File: src/rtl/stage_sequencer.sv
// stage_sequencer: five-stage instruction sequencer with RAM handshake, timeout fault and retired-instruction counter
module stage_sequencer #(
  parameter int MEM_TIMEOUT = 15
) (
  input  logic        Clock,
  input  logic        Reset,
  input  logic        Run,
  input  logic        Mem_Read,
  input  logic        Mem_Write,
  input  logic        Write_Back,
  input  logic        RAM1_MFC,
  output logic [2:0]  Stage,
  output logic        IR_Enable,
  output logic        PC_Enable,
  output logic        ROM1_Read,
  output logic        RA_Enable,
  output logic        RB_Enable,
  output logic        RZ_Enable,
  output logic        RM_Enable,
  output logic        RAM1_Read,
  output logic        RAM1_Read_H_Write_L,
  output logic        RY_Enable,
  output logic        RF_WRITE,
  output logic        Fault,
  output logic [15:0] Instr_Count
);
  localparam int CW = $clog2(MEM_TIMEOUT + 2);
  typedef enum logic [2:0] {IDLE, FETCH, DECODE, EXECUTE, MEMORY, MEM_WAIT, WRITEBACK, FAULT} state_t;
  state_t state, state_n;
  logic rd_q, wr_q, wb_q;
  logic [CW-1:0] wait_cnt;
  logic [15:0] instr_count;
  always_ff @(posedge Clock) begin
    if (Reset) begin
      state       <= IDLE;
      rd_q        <= 1'b0;
      wr_q        <= 1'b0;
      wb_q        <= 1'b0;
      wait_cnt    <= '0;
      instr_count <= '0;
    end else begin
      state       <= state_n;
      rd_q        <= state == DECODE ? Mem_Read : rd_q;
      wr_q        <= state == DECODE ? Mem_Write : wr_q;
      wb_q        <= state == DECODE ? Write_Back : wb_q;
      wait_cnt    <= state == MEMORY ? '0 : (state == MEM_WAIT && !RAM1_MFC) ? wait_cnt + 1'b1 : wait_cnt;
      instr_count <= instr_count + 16'(state == WRITEBACK);
    end
  end
  always_comb begin
    state_n = state;
    case (state)
      IDLE:      state_n = Run ? FETCH : IDLE;
      FETCH:     state_n = DECODE;
      DECODE:    state_n = EXECUTE;
      EXECUTE:   state_n = MEMORY;
      MEMORY:    state_n = (rd_q && wr_q) ? FAULT : (rd_q || wr_q) ? MEM_WAIT : WRITEBACK;
      MEM_WAIT:  state_n = RAM1_MFC ? WRITEBACK : wait_cnt == CW'(MEM_TIMEOUT) ? FAULT : MEM_WAIT;
      WRITEBACK: state_n = Run ? FETCH : IDLE;
      FAULT:     state_n = FAULT;
    endcase
  end
  assign Stage = state == FETCH ? 3'd1 :
                 state == DECODE ? 3'd2 :
                 state == EXECUTE ? 3'd3 :
                 (state == MEMORY || state == MEM_WAIT) ? 3'd4 :
                 state == WRITEBACK ? 3'd5 : 3'd0;
  assign IR_Enable           = state == FETCH;
  assign PC_Enable           = state == FETCH;
  assign ROM1_Read           = state == FETCH;
  assign RA_Enable           = state == DECODE;
  assign RB_Enable           = state == DECODE;
  assign RZ_Enable           = state == EXECUTE;
  assign RM_Enable           = state == EXECUTE;
  assign RAM1_Read           = state == MEM_WAIT && rd_q;
  assign RAM1_Read_H_Write_L = !(state == MEM_WAIT && wr_q);
  assign RY_Enable           = (state == MEMORY && !rd_q && !wr_q) || (state == MEM_WAIT && rd_q && RAM1_MFC);
  assign RF_WRITE            = state == WRITEBACK && wb_q;
  assign Fault               = state == FAULT;
  assign Instr_Count         = instr_count;
endmodule
File: config.mk
export PLATFORM = sky130hd
export DESIGN_NAME = stage_sequencer
export DESIGN_NICKNAME = d
export VERILOG_FILES = /design/src/rtl/stage_sequencer.sv
export SDC_FILE = /design/constraint.sdc
export NUM_CORES = 1
export LEC_CHECK = 0
export ABC_CLOCK_PERIOD_IN_PS = 2190
export BUFFER_PORTS_ARGS = -buffer_cell sky130_fd_sc_hd__buf_2
export CORE_MARGIN = 8
export CORE_UTILIZATION = 50
export CTS_CLUSTER_SIZE = 28
export DETAILED_ROUTE_END_ITERATION = 10
export GPL_TIMING_DRIVEN = 1
export PLACE_DENSITY = 0.81
export SYNTH_ARGS = -nofsm -noshare
export SYNTH_HDL_FRONTEND = slang
export SYNTH_SLANG_ARGS = --single-unit
File: constraint.sdc
create_clock -name Clock -period 2.19 [get_ports Clock]
set_input_delay 0.1095 -clock Clock [delete_from_list [all_inputs] [get_ports Clock]]
set_output_delay 0.1095 -clock Clock [all_outputs]
set_load 0.005 [all_outputs]
### Word level (Yosys, flattened, before mapping)

Cells that the tools add are included.

| word-level totals | value |
|---|---|
| register bits after elaboration | 27 |
| logic and storage cells | 45 |

| operators by class | value |
|---|---|
| add/subtract/negate cells | 2 |
| equal/unequal tests | 8 |
| mux-type cells | 11 |
| reductions and logical operators | 18 |

Operator list:

| kind | count |
|---|---|
| one-hot mux 3 bit (7 select lines) | 1 |
| adder 16 x 1 -> 16 bit | 1 |
| two-way mux 3 bit | 5 |
| equality test 3 bit, second input constant | 4 |
| logical AND 1 bit | 8 |
| two-way mux 2 bit | 4 |
| equality test 3 x 2 -> 1 bit, second input constant | 2 |
| adder 5 x 1 -> 5 bit, second input constant | 1 |
| equality test 5 x 4 -> 1 bit, second input constant | 1 |
| logical NOT 1 bit | 4 |
| OR reduction 2 bit | 2 |
| equality test 3 x 1 -> 1 bit, second input constant | 1 |
| logical NOT 3 bit | 1 |
| logical OR 1 bit | 3 |
| two-way mux 1 bit | 1 |

### Longest topological paths before layout

| logic depth | value |
|---|---|
| depth after elaboration | 6 |
| mapped depth | 9 |
| depth with buffers taken out | 8 |

### Worst setup path after synthesis

No wires, ideal clock.

| path | value |
|---|---|
| path type | register to register |
| from | register (tool-made name) |
| to | register instr_count[14], in the netlist Instr_Count[14] |
| library setup time | 0.117 ns |
| arrival time | 1.798 ns |
| setup slack | 0.274 ns |
| stages on the path, launching flop included | 10 |
| clock period less this slack | 1.916 ns |
| path through | dfxtp_1 -> clkbuf_1 -> nand2_1 -> nor2_1 -> ha_1 -> ha_1 -> nand4_1 -> nor4_2 -> xnor2_1 -> nor2_1 |

RTL lines:

| element | RTL line | source |
|---|---|---|
| end signal, assigned | 47 | `instr_count <= instr_count + 16'(state == WRITEBACK);` |
| end, declared | 32 | `logic [15:0] instr_count;` |

### Worst setup path after layout

| path | value |
|---|---|
| from | register state[1] |
| to | register instr_count[12], in the netlist Instr_Count[12] |

| on the way | value |
|---|---|
| word-level cells in the longest chain between the ends | 2 |

Ends and longest elaborated chain:

| element | RTL line | source |
|---|---|---|
| start, declared | 29 | `state_t state, state_n;` |
| start signal, assigned | 42 | `state <= state_n;` |
| equality test 3 bit | 47 |  |
| adder 16 x 1 -> 16 bit | 47 |  |

No other way between the ends.
A chain may end at the register's enable or synchronous reset.

==> reports/metrics.yaml <==
outcome: "finished clean"
final_cell_area_um2: 1599
drt-pass1-iter-count: 4
path_cells: "nand2_1, nor2_1, ha_1, ha_1, nand4_1, nor4_1, xnor2_1, nor2_1"
cts-root-buf: "clkbuf_4"
antenna_found_initial: 0
ys_types: 37
synth_edf_count: 0
hold_ws_ns: 0.01494
num_io_pins: 38
synth_top_area_share_pct: 39.52
powerDensity_nw_per_um2: 547.8
rsz0062_at_grt: "false"
synth_area_um2: 1368
maxSlewViolCount: 0
seq_area_um2: 541.8
ys.flop_type: "dfxtp_1"
clock_skew_ns: 0.009812
setup_violations: 0
postSynthAreaPerCell_um2: 8.655
multi_input_area_um2: 740.7
worst-path-max-fanout: 10
numCtsBuffers: 3
crit_type: "flip-flop to flip-flop"
synthTopCellsByArea: "dfxtp_1 (40%), nor2_1 (8.0%), xnor2_1 (5.8%)"
hold_viol_final: 0
viasPerCell: 5.371
die_x_um: 68.30
fmax_mhz: 519.3
drive_gt1_share_pct: 26.42
synth_largest_area_cell: "dfxtp_1"
die_area_um2: 4665
nFillCells: 254
min_period_ns: 1.926
routabilityCongestion: 0.8703
path_clk_slew_ns: 0.15
cts_tree: "done"
relSlewSlack_pct: 71.27
critPathCaptureType: "flip-flop"
layout_worst_path_cycle_share_pct: 87.93
start_util_pct: 50.91
port_buffers: 37
num_rows: 19
drt_iter0_markers: 61
synthArstFlopShare_pct: 0
first_global_vias: 1277
layout_commonest_cell: "buf_2"
diodes: 0
nNetsFinal: 206
synth_seq_cells: 27
syn_to_final_growth_pct: 16.93
worstPathRequired_ns: 2.40
clock_latency_ns: 0.32
cts_setup_buffers: 0
critPathArrivalTime_ns: 2.13
grt_use_total_pct: 13.83
wl_per_cell_um: 13.91
vias: 1203
syn_nets: 170
layout_common_cells: "buf_2 (37), nor2_1 (29), dfxtp_1 (26)"
worst_pin_slew_ns: 0.4290
cts-htree-levels: 1
ant_nets: 0
seq_area_frac_synth_pct: 39.52
hold_path.class: "primary input to flip-flop"
grt.overflow.total: 0
grt_pass1_wl_um: 5126
drc: 0
core_region_area_um2: 2686
p_leak_nw: 0.7340
ys_warn_count: 0
max_stage_delay_ns: 0.44
place_area_um2: 1558
die_h_um: 68.30
wl_um: 3116
netlist_instances: 158
ir_drop_uv: 489.5
crit_path_top_delay_cell: "dfxtp_2"
clock_sinks: 27
setup_tns_ns: 0
grt_max_degree: 25
maxCapViolations: 0
cts_buffer_depth: 2
cp-start-kind: "flip-flop"
dp.final_hpwl_um: 2427
==> registers in the layout (all words and copies together), names as in the netlist, named ones only <==
| name | cells |
|---|---|
| Instr_Count | 16 |
| rd_q | 1 |
| state | 2 |
| wait_cnt | 5 |
| wb_q | 1 |
| wr_q | 1 |
==> area by class of cell <==
type | instances | area share [%]
clock inverters | 1 | 0.4695
clock buffers | 3 | 1.408
inverters | 8 | 1.878
flip-flops and latches | 27 | 33.88
well taps | 31 | 2.426
repair buffers | 41 | 13.62
multi-input cells | 113 | 46.32
==> critical path, delay by kind of cell (launching register included) <==
family        cells  cell delay [ns]
xor+xnor          1             0.16
flops             1             0.44
fa+ha+maj         2             0.48
simple gates      5             0.73
==> synthesized netlist by cell type (all sizes together) (4+ instances only) <==
master and number:
a21oi 6, buf 7, dfxtp 27, ha 5, inv 8, nand2 8, nand3 6, nand4 5
nor2 29, nor3 4, nor4 5, xnor2 9, xor2 6
==> path summary, 6_finish.rpt <==
path / from / end / slack, ns / cells after the start
min reg2reg: wait_cnt[4] / wait_cnt[4] / 0.51 / 2
max reg2reg: state[1] / Instr_Count[12] / 0.26 / 8
min: Mem_Read / rd_q / 0.01 / 3
max: state[1] / Instr_Count[12] / 0.26 / 8
==> metal layers <==
| metal | vias to the layer above | wire, um | GRT usage [%] |
|---|---|---|---|
| li1 | 605 | - | - |
| met1 | 566 | 1236 | 14.00 |
| met2 | 30 | 1603 | 27.55 |
| met3 | 2 | 256 | 2.455 |
| met4 | 0 | 19 | 4.348 |
| met5 | - | 0 | 0 |
==> per-stage QoR <==
stage               utilization [%]  instances  total power, mW  worst slack (ns)
floorplan                         -        158           0.6290            0.2745
global placement              57.99        219           0.6640            0.3430
detailed placement            57.99        219           0.6694            0.2236
CTS                           59.48        224           0.8843            0.1562
global route                  59.52        224           0.9211           0.07193
finish                        59.52        224           0.8760            0.2644
==> cell families after synthesis <==
group,synth area share (%)
AND/OR/NAND/NOR,29.73
AO/OA/AOI/OAI,8.052
flip-flops,39.52
multiplexers,2.196
adder cells (fa/ha/maj),4.575
XOR/XNOR,9.607
buffers and inverters,6.313
==> power by group <==
group / total [mW] / leakage, nW / internal (mW) / switching (mW)
combinational: 0.142 / 0.502 / 0.0633 / 0.0785
sequential: 0.519 / 0.218 / 0.505 / 0.0137
clock: 0.216 / 0.0139 / 0.0697 / 0.146
total: 0.876 / 0.734 / 0.638 / 0.238
==> timing repair <==
item / in CTS / in global routing
hold buffers: 1 / 0
hold endpoints to repair: 1 / 0
endpoints found under the setup margin: 0 / 3
resized for setup: 0 / 1
Power figures use the tool's default switching activity.
